===== config.mk =====
export PLATFORM = sky130hd
export DESIGN_NAME = regfile_write_arbiter
export DESIGN_NICKNAME = d
export VERILOG_FILES = /design/src/rtl/regfile_write_arbiter_pkg.sv /design/src/rtl/regfile_scoreboard.sv /design/src/rtl/regfile_write_arbiter.sv
export SDC_FILE = /design/constraint.sdc
export NUM_CORES = 1
export LEC_CHECK = 0
export CAP_MARGIN = 20
export CORE_MARGIN = 3
export CORE_UTILIZATION = 29
export CTS_CLUSTER_SIZE = 24
export DETAILED_ROUTE_END_ITERATION = 6
export GPL_TIMING_DRIVEN = 0
export HOLD_SLACK_MARGIN = 0.05
export SLEW_MARGIN = 10
export SYNTH_ARGS = -nofsm -noshare
export SYNTH_HDL_FRONTEND = slang
export SYNTH_SLANG_ARGS = --single-unit

===== constraint.sdc =====
create_clock -name clock -period 2.4 [get_ports clock]
set_input_delay 0.48 -clock clock [delete_from_list [all_inputs] [get_ports clock]]
set_output_delay 0.48 -clock clock [all_outputs]
set_load 0.01 [all_outputs]

===== src/rtl/regfile_write_arbiter_pkg.sv =====
// Shared pipeline definitions for the register-file writeback path:
// default widths and the requester index encoding.
package regfile_write_arbiter_pkg;

  localparam int DATA_W_DEF = 32;
  localparam int ADDR_W_DEF = 5;

  typedef enum logic {
    REQ_ALU = 1'b0,
    REQ_MEM = 1'b1
  } req_idx_t;

endpackage


===== src/rtl/regfile_scoreboard.sv =====
// Pending-write tracker: one busy bit per architectural register, set at
// issue, cleared at writeback, with two combinational read ports.
module regfile_scoreboard
  import regfile_write_arbiter_pkg::*;
#(
  parameter int ADDR_W = ADDR_W_DEF
) (
  input  logic              clock,
  input  logic              reset_n,
  input  logic              set_en,
  input  logic [ADDR_W-1:0] set_idx,
  input  logic              clr_en,
  input  logic [ADDR_W-1:0] clr_idx,
  input  logic [ADDR_W-1:0] rd_idx1,
  input  logic [ADDR_W-1:0] rd_idx2,
  output logic              busy1,
  output logic              busy2
);

  localparam int NREG = 2 ** ADDR_W;

  logic [NREG-1:0] busy_q;
  logic [NREG-1:0] busy_d;
  logic [NREG-1:0] set_mask;
  logic [NREG-1:0] clr_mask;

  // Set is applied after clear so a newer producer issued in the same
  // cycle as an older writeback keeps the register marked pending.
  always_comb begin
    set_mask = '0;
    clr_mask = '0;
    if (set_en && (set_idx != '0)) set_mask[set_idx] = 1'b1;
    if (clr_en) clr_mask[clr_idx] = 1'b1;
    busy_d    = (busy_q & ~clr_mask) | set_mask;
    busy_d[0] = 1'b0;
  end

  always_ff @(posedge clock or negedge reset_n) begin
    if (!reset_n) busy_q <= '0;
    else          busy_q <= busy_d;
  end

  assign busy1 = busy_q[rd_idx1];
  assign busy2 = busy_q[rd_idx2];

endmodule


===== src/rtl/regfile_write_arbiter.sv =====
// Two-requester (ALU / load unit) round-robin arbiter for the single
// register-file write port, plus the pending-write scoreboard.
module regfile_write_arbiter
  import regfile_write_arbiter_pkg::*;
#(
  parameter int DATA_W = DATA_W_DEF,
  parameter int ADDR_W = ADDR_W_DEF
) (
  input  logic              clock,
  input  logic              reset_n,
  input  logic              alu_valid,
  input  logic [ADDR_W-1:0] alu_reg,
  input  logic [DATA_W-1:0] alu_data,
  output logic              alu_ready,
  input  logic              mem_valid,
  input  logic [ADDR_W-1:0] mem_reg,
  input  logic [DATA_W-1:0] mem_data,
  output logic              mem_ready,
  output logic              regwrite,
  output logic [ADDR_W-1:0] writereg,
  output logic [DATA_W-1:0] writedata,
  input  logic              issue_valid,
  input  logic [ADDR_W-1:0] issue_reg,
  input  logic [ADDR_W-1:0] readreg1,
  input  logic [ADDR_W-1:0] readreg2,
  output logic              busy1,
  output logic              busy2
);

  // Handshake: a request transfers in exactly the cycle where its valid and
  // ready are both high; ready depends only on the valids, the priority
  // pointer and reset, and a held requester keeps its inputs stable.
  req_idx_t          prio;
  logic              grant_alu;
  logic              grant_mem;
  logic              grant_any;
  logic [ADDR_W-1:0] sel_reg;
  logic [DATA_W-1:0] sel_data;

  always_comb begin
    grant_alu = reset_n && alu_valid && (!mem_valid || (prio == REQ_ALU));
    grant_mem = reset_n && mem_valid && (!alu_valid || (prio == REQ_MEM));
    grant_any = grant_alu || grant_mem;
    sel_reg   = grant_mem ? mem_reg  : alu_reg;
    sel_data  = grant_mem ? mem_data : alu_data;
  end

  assign alu_ready = grant_alu;
  assign mem_ready = grant_mem;

  // Pointer always moves to the requester that was not granted.
  always_ff @(posedge clock or negedge reset_n) begin
    if (!reset_n) begin
      prio <= REQ_ALU;
    end else if (grant_alu) begin
      prio <= REQ_MEM;
    end else if (grant_mem) begin
      prio <= REQ_ALU;
    end
  end

  always_ff @(posedge clock or negedge reset_n) begin
    if (!reset_n) begin
      regwrite  <= 1'b0;
      writereg  <= '0;
      writedata <= '0;
    end else begin
      regwrite <= grant_any && (sel_reg != '0);
      if (grant_any) begin
        writereg  <= sel_reg;
        writedata <= sel_data;
      end
    end
  end

  regfile_scoreboard #(
    .ADDR_W (ADDR_W)
  ) u_scoreboard (
    .clock   (clock),
    .reset_n (reset_n),
    .set_en  (issue_valid),
    .set_idx (issue_reg),
    .clr_en  (grant_any),
    .clr_idx (sel_reg),
    .rd_idx1 (readreg1),
    .rd_idx2 (readreg2),
    .busy1   (busy1),
    .busy2   (busy2)
  );

endmodule


==> results.md <==
* Synth area leaders: dfrtp_1 (45%), nand2_1 (7.5%), o31ai_1 (5.9%), a31oi_1 (5.4%), mux2i_1 (5.1%)
* Synth Area per Inst at 9.208 µm²
* PwrDens at 686.8 nW/µm²
* Rows at 41
* Clk buf depth at 2
* Initial Utilization at 30.34%
* Fill cells at 1268
* Crit-path max FO at 3
* Total wire length at 13.58 mm
* Placed insts at 732
* Post-synthesis cell type count at 42
* Cts bufs inserted at 9
* Detailed Place HPWL at 9.650 mm
* Failing checks: negative setup slack
* Storage element area at 1752 µm²
* WHS at 121.4 ps
* Unrepaired setup endpoints after global routing: true
* Port bufs at 133
* Hold WC Path Type: input port to asynchronous set/reset pin
* Top sig layer: met4
* Final Hold Vio Count at 0
* # clock sinks at 70
* Cell with the most instances after synthesis: nand2_1
* Antenna viol nets, final at 0
* Fin cells at 762
* Initial DRC Count at 214
* Synth top area share at 44.66%
* Vias per Instance at 5.205
* Gr ovfl total at 0
* Layout cells sized above 1 at 11.88%
* Gate Count Post-Synth at 426
* Worst setup margin at -51.83 ps
* Layout Skew at 4.355 ps
* Clock slew at reported path FFs at 60 ps
* Reg-to-reg startpoint: prio$_DFFE_PN0P_
* Top cells by count, synth: nand2_1 (78), dfrtp_1 (70), nor2_1 (40)
* Nets at 678
* Critical Path Source Type: flip-flop
* Final period utilization at 102.2%
* DRC violations left at 0
* WL/cell at 17.82 µm
* Ys async rst share at 100.0%
* Post-synth top area cell: dfrtp_1
* Crit. End Element: output port
* Met3 routed WL at 1.437 mm
* Synthesis Warnings at 0
* Area Overhead vs Synth at 50.94%
* Synthesized net count at 520
* CORE AREA at 12930 µm²
* CTS tree: yes
* # IOs at 136
* Routed wl met2 at 6.326 mm
* Reg-to-reg endpoint: u_scoreboard.busy_q[25]$_DFF_PN0_
* Finished Core Util at 45.80%
* Die W at 122.3 µm
* Critical Path Source: u_scoreboard.busy_q[19]$_DFF_PN0_
* Yosys reg bits at 70
* First-pass GRT wire length at 21.39 mm
* Largest net degree at the start of global routing at 45
* CP Class: flip-flop to output port
* Via count at 3966
* Power, Total at 0.004067 W
* Required @ worst endpoint at 1920 ps
* H-Tree Depth at 3
* DRT Pass-1 Iters at 4
* Die height at 122.3 µm
* EDFF count, synth at 0
* Critical Path AT at 1970 ps
* Multi-input logic area at 2019 µm²
* Sequential area share after synthesis at 44.66%
* Max-slew violations at 0
* Worst-Skew Late Latency at 330 ps
* Total track usage at 18.28%
* Slew headroom at 37.84%
* Clock root buffer: clkbuf_16
* Reg2Reg Depth at 7
* Synth Cell Area at 3923 µm²
* Top FF cell, synth: dfrtp_1
* Final GP Congestion at 0.9043
* Worst Max-Slew Pin Slew at 926.2 ps
* Outcome: finished, violations left
* Worst VDD drop at 307.0 µV
* Vias in the first global route at 4167
* R2R Setup Slk at 520 ps
* WL met1 at 5.510 mm
* Total of max-cap violations at 0
* P_leak at 2.344 nW
* Final setup fails at 2
* Die ar. at 14960 µm²
* Antenna violations before repair at 0
* Peak Freq at 407.9 MHz
* Worst setup path end: busy1
* Minimum clock period at 2452 ps
* Sum of negative setup slack at -95.96 ps
==> per-stage QoR <==
step,setup WS (ps),cell area [µm²]
2_1_floorplan,220.1,3923
3_3_place_gp,-3262,5469
3_5_place_dp,-689.8,5494
4_1_cts,-59.27,5856
5_1_grt,-133.6,5918
6_report,-51.83,5921
==> critical path, cell delays in order, from the launching register on <==
cell	delay, ps
dfrtp_1	400
mux4_2	490
mux2i_2	190
nor3b_1	70
or3_1	340
buf_2	150
==> where the power goes <==
group,switching [W],leakage [nW],internal (W)
logic,0.000539,1.40,0.000631
clock network,0.000511,0.135,0.000786
registers,0.000182,0.812,0.00142
total,0.00123,2.34,0.00284
==> worst min-delay path by stage <==
| stage | slack, ps | end | from | cells after the start |
|---|---|---|---|---|
| CTS | 90 | writedata[30]$_DFFE_PN0P_ | reset_n | 1 |
| global route | 130 | writedata[0]$_DFFE_PN0P_ | reset_n | 2 |
| finish | 120 | writedata[31]$_DFFE_PN0P_ | reset_n | 2 |
| floorplan | 180 | prio$_DFFE_PN0P_ | reset_n | 0 |
| global placement | 470 | writereg[4]$_DFFE_PN0P_ | writereg[4]$_DFFE_PN0P_ | 2 |
| detailed placement | 440 | writedata[30]$_DFFE_PN0P_ | reset_n | 1 |
==> logic make-up after synthesis <==
kind of cell	share of synthesized area [%]
AO/OA/AOI/OAI	21.37
buffers and inverters	4.402
flip-flops	44.66
multiplexers	9.856
AND/OR/NAND/NOR	19.71
==> final cells by class <==
type	count	share of cell area, %
antenna	1	0.04227
buffer	25	2.747
clock buffer	14	4.628
clock inverter	2	0.2536
inverter	3	0.2747
multi-input combinational	327	34.11
sequential	70	29.59
tap	172	3.635
timing repair buffer	148	24.73
==> state kept, by name, summed over array words and instances, names as in the netlist <==
| name | cells |
|---|---|
| writedata | 32 |
| writereg | 5 |
| regwrite | 1 |
| u_scoreboard.busy_q | 31 |
| prio | 1 |
==> metal layers <==
metal	track usage, %	up-vias
li1	-	1871
met1	21.90	1893
met5	0	-
met2	29.10	176
met4	8.048	0
met3	7.189	26
==> repair_timing <==
action / in CTS / in global routing
gates resized for setup: 33 / 7
hold buffers: 0 / 2
endpoints found under the setup margin: 3 / 3
hold endpoints to repair: 0 / 25
buffers inserted: 7 / 2
cloned: 3 / 0
pin swaps: 4 / 2
==> cell usage in the layout (no fill, tap or decap), types with 9 or more instances in the layout <==
cell             synthesis  routed
clkdlybuf4s50_1          0     122
nand2_1                 78      78
dfrtp_1                 70      70
nor2_1                  40      39
a31oi_1                 34      34
o21ai_0                 33      32
o31ai_1                 31      31
mux2i_1                 20      19
a21oi_1                 12      12
clkbuf_1                10      11
buf_2                    7      10
nor2b_1                 10      10
buf_6                    6      10
nand3_1                 10      10
buf_4                    2      10
o21ai_1                  8       9
clkbuf_16                0       9
No activity file was read; power rests on OpenSTA's default activity.
